## config.mk

```make
export PLATFORM = sky130hd
export DESIGN_NAME = vend_transaction_sequencer
export DESIGN_NICKNAME = d
export VERILOG_FILES = /design/src/rtl/vend_transaction_sequencer.sv
export SDC_FILE = /design/constraint.sdc
export NUM_CORES = 1
export LEC_CHECK = 0
export CAP_MARGIN = 30
export CORE_MARGIN = 3
export CORE_UTILIZATION = 55
export CTS_BUF_LIST = sky130_fd_sc_hd__clkbuf_2 sky130_fd_sc_hd__clkbuf_4 sky130_fd_sc_hd__clkbuf_8
export DETAILED_ROUTE_END_ITERATION = 8
export PLACE_DENSITY = 0.81
export SYNTH_ARGS = -nofsm -noshare
export SYNTH_HDL_FRONTEND = slang
export SYNTH_SLANG_ARGS = --single-unit
```

## constraint.sdc

```tcl
create_clock -name clk -period 7.25 [get_ports clk]
set_input_delay 1.0875 -clock clk [delete_from_list [all_inputs] [get_ports clk]]
set_output_delay 1.0875 -clock clk [all_outputs]
set_load 0.02 [all_outputs]
```

## src/rtl/vend_transaction_sequencer.sv

```systemverilog
// -----------------------------------------------------------------------------
// vend_transaction_sequencer
//
// Sequences one vending transaction. Coin credit is accumulated, a product
// selection is checked against the stock and price reported by the product
// manager, a one-cycle buy strobe is fired, and the remaining credit is paid
// back one coin per handshake with the coin ejector.
//
// Parameters
//   PRICE_UNIT      credit units per product price unit
//                   (cost = unit_price * qty * PRICE_UNIT)
//   TIMEOUT_CYCLES  idle CREDIT cycles before an automatic full refund
//                   (exists only when VEND_TIMEOUT_EN is defined)
//
// Build option
//   VEND_TIMEOUT_EN  when defined, an idle counter in CREDIT forces a refund
//                    after TIMEOUT_CYCLES consecutive idle cycles. When
//                    undefined, CREDIT waits indefinitely.
//
// Ports
//   clk           in   1   clock, rising edge
//   reset         in   1   asynchronous reset, active low (0 = reset)
//   coin_valid    in   1   coin event this cycle
//   coin          in   2   00=500 01=1000 10=2000 11=5000
//   sel_valid     in   1   selection request this cycle
//   sel_id        in   3   product id
//   sel_qty       in   4   quantity
//   cancel        in   1   refund request
//   unit_price    in   8   price of the latched id (combinational from manager)
//   stock         in   5   stock of the latched id (combinational from manager)
//   change_ready  in   1   ejector accepts change_coin this cycle
//   coin_ack      out  1   coin accepted into credit this cycle
//   buy_pulse     out  1   one-cycle purchase strobe
//   buy_id        out  3   latched product id
//   buy_qty       out  4   latched quantity
//   change_valid  out  1   change_coin is valid
//   change_coin   out  2   coin code to eject, same encoding as coin
//   credit        out  16  current credit
//   err           out  2   00 none, 01 stock/qty, 10 funds, 11 credit overflow
//   state         out  3   IDLE=0 CREDIT=1 CHECK=2 VEND=3 CHANGE=4
// -----------------------------------------------------------------------------
module vend_transaction_sequencer #(
  parameter int unsigned PRICE_UNIT = 100
`ifdef VEND_TIMEOUT_EN
  , parameter int unsigned TIMEOUT_CYCLES = 1000
`endif
) (
  input  logic        clk,
  input  logic        reset,
  input  logic        coin_valid,
  input  logic [1:0]  coin,
  input  logic        sel_valid,
  input  logic [2:0]  sel_id,
  input  logic [3:0]  sel_qty,
  input  logic        cancel,
  input  logic [7:0]  unit_price,
  input  logic [4:0]  stock,
  input  logic        change_ready,
  output logic        coin_ack,
  output logic        buy_pulse,
  output logic [2:0]  buy_id,
  output logic [3:0]  buy_qty,
  output logic        change_valid,
  output logic [1:0]  change_coin,
  output logic [15:0] credit,
  output logic [1:0]  err,
  output logic [2:0]  state
);

  typedef enum logic [2:0] {
    ST_IDLE   = 3'd0,
    ST_CREDIT = 3'd1,
    ST_CHECK  = 3'd2,
    ST_VEND   = 3'd3,
    ST_CHANGE = 3'd4
  } state_e;

  localparam logic [1:0] ERR_NONE  = 2'b00;
  localparam logic [1:0] ERR_QTY   = 2'b01;
  localparam logic [1:0] ERR_FUNDS = 2'b10;
  localparam logic [1:0] ERR_OVFL  = 2'b11;

  localparam logic [15:0] MIN_COIN = 16'd500;

`ifdef VEND_TIMEOUT_EN
  localparam int unsigned TIMER_W = (TIMEOUT_CYCLES > 2) ? $clog2(TIMEOUT_CYCLES) : 1;
  localparam logic [TIMER_W-1:0] TIMER_LAST = TIMER_W'(TIMEOUT_CYCLES - 1);
`endif

  state_e      state_q, state_d;
  logic [15:0] credit_q, credit_d;
  logic [2:0]  buy_id_q, buy_id_d;
  logic [3:0]  buy_qty_q, buy_qty_d;
  logic [1:0]  err_q, err_d;
  logic [15:0] cost_q, cost_d;
`ifdef VEND_TIMEOUT_EN
  logic [TIMER_W-1:0] timer_q, timer_d;
`endif

  logic [15:0] coin_value;
  logic [16:0] credit_sum;
  logic        coin_open;
  logic        coin_fits;
  logic        coin_take;
  logic [15:0] coin_credit;
  logic [23:0] cost_calc;
  logic        qty_bad;
  logic        funds_bad;
  logic [1:0]  chg_code;
  logic [15:0] chg_value;
  logic        chg_avail;

  // Coin decode and the overflow-safe credit sum. The sum is one bit wider
  // than the credit so that a carry out means the coin would not fit.
  always_comb begin
    coin_value = 16'd500;
    case (coin)
      2'b00:   coin_value = 16'd500;
      2'b01:   coin_value = 16'd1000;
      2'b10:   coin_value = 16'd2000;
      default: coin_value = 16'd5000;
    endcase
    credit_sum  = {1'b0, credit_q} + {1'b0, coin_value};
    coin_open   = (state_q == ST_IDLE) || (state_q == ST_CREDIT);
    coin_fits   = ~credit_sum[16];
    coin_take   = coin_valid && coin_open && coin_fits;
    coin_credit = coin_take ? credit_sum[15:0] : credit_q;
  end

  // Purchase checks against the product manager's view of the latched id.
  // The cost is kept 24 bits wide so a large price never wraps into a
  // falsely affordable value; only its low 16 bits are kept for VEND, which
  // is reached only when the cost does not exceed the 16-bit credit.
  always_comb begin
    cost_calc = 24'(unit_price) * 24'(buy_qty_q) * 24'(PRICE_UNIT);
    qty_bad   = (buy_qty_q == 4'd0) || ({1'b0, buy_qty_q} > stock);
    funds_bad = cost_calc > {8'd0, credit_q};
  end

  // Greedy change selection: the largest coin not exceeding the credit.
  // Below the smallest coin there is nothing to eject.
  always_comb begin
    chg_avail = credit_q >= MIN_COIN;
    if (credit_q >= 16'd5000) begin
      chg_code  = 2'b11;
      chg_value = 16'd5000;
    end else if (credit_q >= 16'd2000) begin
      chg_code  = 2'b10;
      chg_value = 16'd2000;
    end else if (credit_q >= 16'd1000) begin
      chg_code  = 2'b01;
      chg_value = 16'd1000;
    end else begin
      chg_code  = 2'b00;
      chg_value = MIN_COIN;
    end
  end

  // State and datapath registers. Reset aborts any transaction in flight,
  // discarding credit and any change still owed.
  always_ff @(posedge clk or negedge reset) begin
    if (!reset) begin
      state_q   <= ST_IDLE;
      credit_q  <= 16'd0;
      buy_id_q  <= 3'd0;
      buy_qty_q <= 4'd0;
      err_q     <= ERR_NONE;
      cost_q    <= 16'd0;
`ifdef VEND_TIMEOUT_EN
      timer_q   <= '0;
`endif
    end else begin
      state_q   <= state_d;
      credit_q  <= credit_d;
      buy_id_q  <= buy_id_d;
      buy_qty_q <= buy_qty_d;
      err_q     <= err_d;
      cost_q    <= cost_d;
`ifdef VEND_TIMEOUT_EN
      timer_q   <= timer_d;
`endif
    end
  end

  // Next-state and datapath updates.
  always_comb begin
    state_d   = state_q;
    credit_d  = credit_q;
    buy_id_d  = buy_id_q;
    buy_qty_d = buy_qty_q;
    err_d     = err_q;
    cost_d    = cost_q;
`ifdef VEND_TIMEOUT_EN
    timer_d   = '0;
`endif

    case (state_q)
      ST_IDLE: begin
        credit_d = coin_credit;
        if (coin_take) begin
          state_d = ST_CREDIT;
        end
      end

      ST_CREDIT: begin
        // A coin arriving with cancel or sel_valid still lands in credit, so
        // the refund or the affordability check sees the updated amount.
        credit_d = coin_credit;
        if (cancel) begin
          state_d = (coin_credit != 16'd0) ? ST_CHANGE : ST_IDLE;
        end else if (sel_valid) begin
          buy_id_d  = sel_id;
          buy_qty_d = sel_qty;
          err_d     = ERR_NONE;
          state_d   = ST_CHECK;
        end
`ifdef VEND_TIMEOUT_EN
        else if (!coin_take && (timer_q == TIMER_LAST)) begin
          state_d = ST_CHANGE;
        end
        if (!cancel && !sel_valid && !coin_take && (timer_q != TIMER_LAST)) begin
          timer_d = timer_q + 1'b1;
        end
`endif
      end

      ST_CHECK: begin
        cost_d = cost_calc[15:0];
        if (qty_bad) begin
          err_d   = ERR_QTY;
          state_d = ST_CREDIT;
        end else if (funds_bad) begin
          err_d   = ERR_FUNDS;
          state_d = ST_CREDIT;
        end else begin
          state_d = ST_VEND;
        end
      end

      ST_VEND: begin
        credit_d = credit_q - cost_q;
        state_d  = (credit_d != 16'd0) ? ST_CHANGE : ST_IDLE;
      end

      ST_CHANGE: begin
        // The presented coin stays put until accepted because credit only
        // moves on a handshake. A residue below the smallest coin is dropped.
        if (chg_avail) begin
          if (change_ready) begin
            credit_d = credit_q - chg_value;
          end
        end else begin
          credit_d = 16'd0;
        end
        state_d = (credit_d == 16'd0) ? ST_IDLE : ST_CHANGE;
      end

      default: begin
        state_d  = ST_IDLE;
        credit_d = 16'd0;
      end
    endcase

    // A rejected coin flags overflow; an accepted one clears any old error.
    if (coin_valid && coin_open && !coin_fits) begin
      err_d = ERR_OVFL;
    end else if (coin_take) begin
      err_d = ERR_NONE;
    end
  end

  // Outputs: strobes decode directly from the current state.
  always_comb begin
    coin_ack     = coin_take;
    buy_pulse    = (state_q == ST_VEND);
    buy_id       = buy_id_q;
    buy_qty      = buy_qty_q;
    change_valid = (state_q == ST_CHANGE) && chg_avail;
    change_coin  = chg_code;
    credit       = credit_q;
    err          = err_q;
    state        = state_q;
  end

endmodule

```

==> results.md <==
* Outcome: finished with violations
* Failing checks: negative setup slack
* Worst hold path cell count at 1
* Power per cell area at 414 nW/um2
* GRT Residual Overflow at 0
* Number of levels in the clock H-tree at 2
* Start point of the worst hold path: err[1]
* Global-route wire length before repair at 33900 um
* CTS Hold Buffers Added at 0
* Overall die area at 12800 um2
* Most congested layer reported by global routing: met2
* Endpoint of the most critical register-to-register path: err[1]
* IO Count at 61
* Combinational Power Share at 0.796
* Maximum number of pins on one net before global-route repair at 43
* Register bit total from synthesis at 42
* Worst Setup Slack, final at -0.106 ns
* Detail-routed via count per cell at 6.57
* Design internal power at 1.60 mW
* Total clock buffers created by CTS at 5
* Final Net Count at 1047
* Clock transition time at the flip-flop clock pins of the worst setup and hold paths at 0.10 ns
* Number of fillers in the final layout at 775
* Global routing usage on met3 at 0.0561
* Element type at the critical path end: flip-flop
* Cell count after synthesis at 772
* Register-to-Register Setup Slack at 0.11 ns
* Std cell rows at 38
* Count of final setup violators at 2
* Initial cell density of the core at 0.572
* Final period util at 1.01
* Top flip-flop cell by instance count after synthesis: sky130_fd_sc_hd__dfrtp_1
* Slew headroom at 0.435
* Pin slew with the least headroom to its limit at 0.826 ns
* Time the final worst path needs with I/O delays and setup at 7.36 ns
* Maximum vdd ir drop at 0.366 mV
* Insertion delay to the later sink of the worst-skew pair at 0.32 ns
* Most frequent cells in the layout: 88 x sky130_fd_sc_hd__inv_1, 88 x sky130_fd_sc_hd__ha_1, 69 x sky130_fd_sc_hd__buf_4
* Routing usage on met2 at 0.550
* Number of flops mapped to enable cells by yosys at 0
* Number of global-route vias before repair at 6853
* Remaining number of nets flagged by the antenna check after routing at 0
* Final weighted congestion in routability-driven placement at 0.976
* R2R depth at 31
* Number of remaining DRC errors at 0
* Switching share of power at 0.525
* Die height at 113 um
* Worst hold path type: flip-flop to flip-flop
* Hold Vio Cnt, Final at 0
* Sink Count at 42
* Count of cell types in the netlist at 72
* Post-synthesis average cell area at 8.17 um2
* Destination of the worst hold path: err[1]
* Top fanout value on the critical path at 4
* Post-place setup slack at -0.856 ns
* Share of synthesized registers carrying an async set or reset at 1.00
* Post-Route Utilization at 0.739
* Warning count from the yosys run at 0
* Average wire per standard cell at 23.2 um
* CTS tree: done
* Area after DPL at 7380 um2
* Net switching power figure at 1.77 mW
* Global-route track usage on met1 at 0.400
* Detailed-router iteration count before antenna repair at 8
* Synthesized netlist net count at 926
* Half-perimeter wire length after placement at 15800 um
* Cell leakage power at 3.91 nW
* Final cell count without fillers at 1034
* Iteration-0 DRC count of the detailed router at 871
* Share of layout cells above drive strength 1 at 0.208
* Number of buffers added on ports at 60
* Initial antenna violation count at 0
* Cells after DPL at 1003
* Skew final at 0.00614 ns
* Floorplan Core Area at 11000 um2
* Global router's overall resource usage at 0.326
* Max Cap Viol at 0
* Die width at 113 um
* Antenna cells at 0
* Final Max Tran Viols at 0
* Fmax at 0.136 GHz
* Routed WL at 24000 um
* Portion of total power attributed to sequential cells at 0.141
* Cell chosen for the clock root: sky130_fd_sc_hd__clkbuf_8
* Data required time of the worst path at 7.46 ns
* Beginning of the worst register-to-register path: buy_qty[1]
* Endpoint arrival time on the critical path at 7.56 ns
* Buffers from clock root to sink, at most at 2
* Synth-to-layout area growth at 29.1%
* Share of synthesized area occupied by flip-flops and latches at 0.167
* CP Class: input port to flip-flop
* Type of origin of the critical path: input port
* Non-Filler Cell Area, Final at 8150 um2
* Cell area after synthesis at 6310 um2
* Total vias in the final route at 6790
* Clock power share at 0.063
## cell type report
cell class                 instances  area (um2)  share of cell area
clock buffer                       5        68.8             0.00845
clock inverter                     3        48.8             0.00599
inverter                         102         383              0.0470
multi-input combinational        608        5260               0.645
sequential                        42        1050               0.129
tap                              140         175              0.0215
timing repair buffer             134        1160               0.143
## cell usage after synthesis, drive strengths merged, types with 5 or more instances
| library cell | number | area, um2 |
|---|---|---|
| nor4 | 12 | 87.6 |
| buf | 7 | 37.5 |
| xnor2 | 34 | 298 |
| or2 | 5 | 31.3 |
| o21ai | 51 | 255 |
| o31a | 6 | 53.8 |
| nand4 | 6 | 37.5 |
| o22ai | 5 | 37.5 |
| xor2 | 13 | 114 |
| mux2 | 11 | 124 |
| nor2 | 42 | 158 |
| dfrtp | 42 | 1050 |
| inv | 101 | 379 |
| or3 | 6 | 42.5 |
| a21oi | 50 | 250 |
| a31oi | 6 | 37.5 |
| nand3 | 14 | 70.1 |
| mux2i | 8 | 80.1 |
| a21o | 12 | 90.1 |
| clkbuf | 13 | 48.8 |
| fa | 22 | 440 |
| and2 | 19 | 119 |
| o211ai | 10 | 85.1 |
| nand2 | 60 | 228 |
| a211oi | 10 | 80.1 |
| nor3 | 20 | 105 |
| nor2b | 5 | 31.3 |
| o21bai | 10 | 75.1 |
| nand2b | 10 | 62.6 |
| ha | 104 | 1300 |
| o21a | 10 | 75.1 |
## cell families after synthesis
| kind of cell | Yosys count | share of synthesized area |
|---|---|---|
| AOI/OAI and AO/OA | 207 | 0.219 |
| and+or+nand+nor | 209 | 0.167 |
| buffers and inverters | 122 | 0.0743 |
| muxes | 19 | 0.0323 |
| adders and majority gates | 126 | 0.276 |
| DFF | 42 | 0.167 |
| xor gates and xnor gates | 47 | 0.0652 |
## metal layers
metal	up-vias	wire length, um
met2	479	11400
met4	0	1770
met5	-	0
li1	2972	-
met1	3183	8700
met3	156	2110
## power groups by stage
stage / clock network [mW] / registers [mW] / logic (mW)
global placement: 0 / 0.459 / 2.01
global route: 0.220 / 0.476 / 2.86
finish: 0.213 / 0.474 / 2.68
CTS: 0.210 / 0.458 / 2.22
detailed placement: 0 / 0.463 / 2.10
floorplan: 0 / 0.422 / 1.41
## how the worst max path moves through the flow
stage / startpoint / to / slack (ns) / depth (start not counted)
finish: unit_price[5] / err[1] / -0.11 / 28
global route: unit_price[1] / err[1] / -0.18 / 34
CTS: unit_price[2] / err[1] / 0.004 / 32
detailed placement: unit_price[0] / err[1] / -0.86 / 32
global placement: unit_price[0] / err[1] / -0.65 / 31
floorplan: unit_price[0] / err[1] / 0.07 / 31
## metrics by stage
stage	power (mW)	TNS, ns	hold WS, ns
6_report	3.37	-0.171	0.513
5_1_grt	3.56	-0.385	0.531
4_1_cts	2.89	0	0.509
3_5_place_dp	2.56	-2.21	0.487
3_3_place_gp	2.47	-1.59	0.474
2_1_floorplan	1.83	0	0.481
## registers in the layout, indices dropped and copies added, names as in the netlist
register / cells
credit: 16
buy_id: 3
buy_qty: 4
cost_q: 14
state: 3
err: 2
## repair_timing
item,4_1_cts,5_1_grt
pin swaps,30,49
resized for setup,36,67
cloned,0,0
setup endpoints to repair,3,3
buffers inserted,13,10
## critical path: stages
cell                              delay [ns]
sky130_fd_sc_hd__clkdlybuf4s50_1        0.56
sky130_fd_sc_hd__nand2_1                0.12
sky130_fd_sc_hd__fa_1                   0.52
sky130_fd_sc_hd__inv_1                  0.07
sky130_fd_sc_hd__fa_1                   0.62
sky130_fd_sc_hd__ha_4                   0.26
sky130_fd_sc_hd__a21oi_2                0.22
sky130_fd_sc_hd__o21bai_1               0.10
sky130_fd_sc_hd__a21oi_2                0.25
sky130_fd_sc_hd__xnor2_2                0.19
sky130_fd_sc_hd__inv_1                  0.14
sky130_fd_sc_hd__fa_1                   0.58
sky130_fd_sc_hd__inv_2                  0.06
sky130_fd_sc_hd__ha_4                   0.28
sky130_fd_sc_hd__nor2_2                 0.05
sky130_fd_sc_hd__nor2_2                 0.19
sky130_fd_sc_hd__o41ai_4                0.14
sky130_fd_sc_hd__o21bai_1               0.22
sky130_fd_sc_hd__xor2_1                 0.31
sky130_fd_sc_hd__ha_1                   0.26
sky130_fd_sc_hd__nand3_2                0.10
sky130_fd_sc_hd__or2_4                  0.26
sky130_fd_sc_hd__inv_2                  0.06
sky130_fd_sc_hd__and4_1                 0.22
sky130_fd_sc_hd__o21ai_2                0.08
sky130_fd_sc_hd__nor4_2                 0.20
sky130_fd_sc_hd__a31oi_1                0.10
sky130_fd_sc_hd__mux2_1                 0.32
No activity file was read; power rests on OpenSTA's default activity.
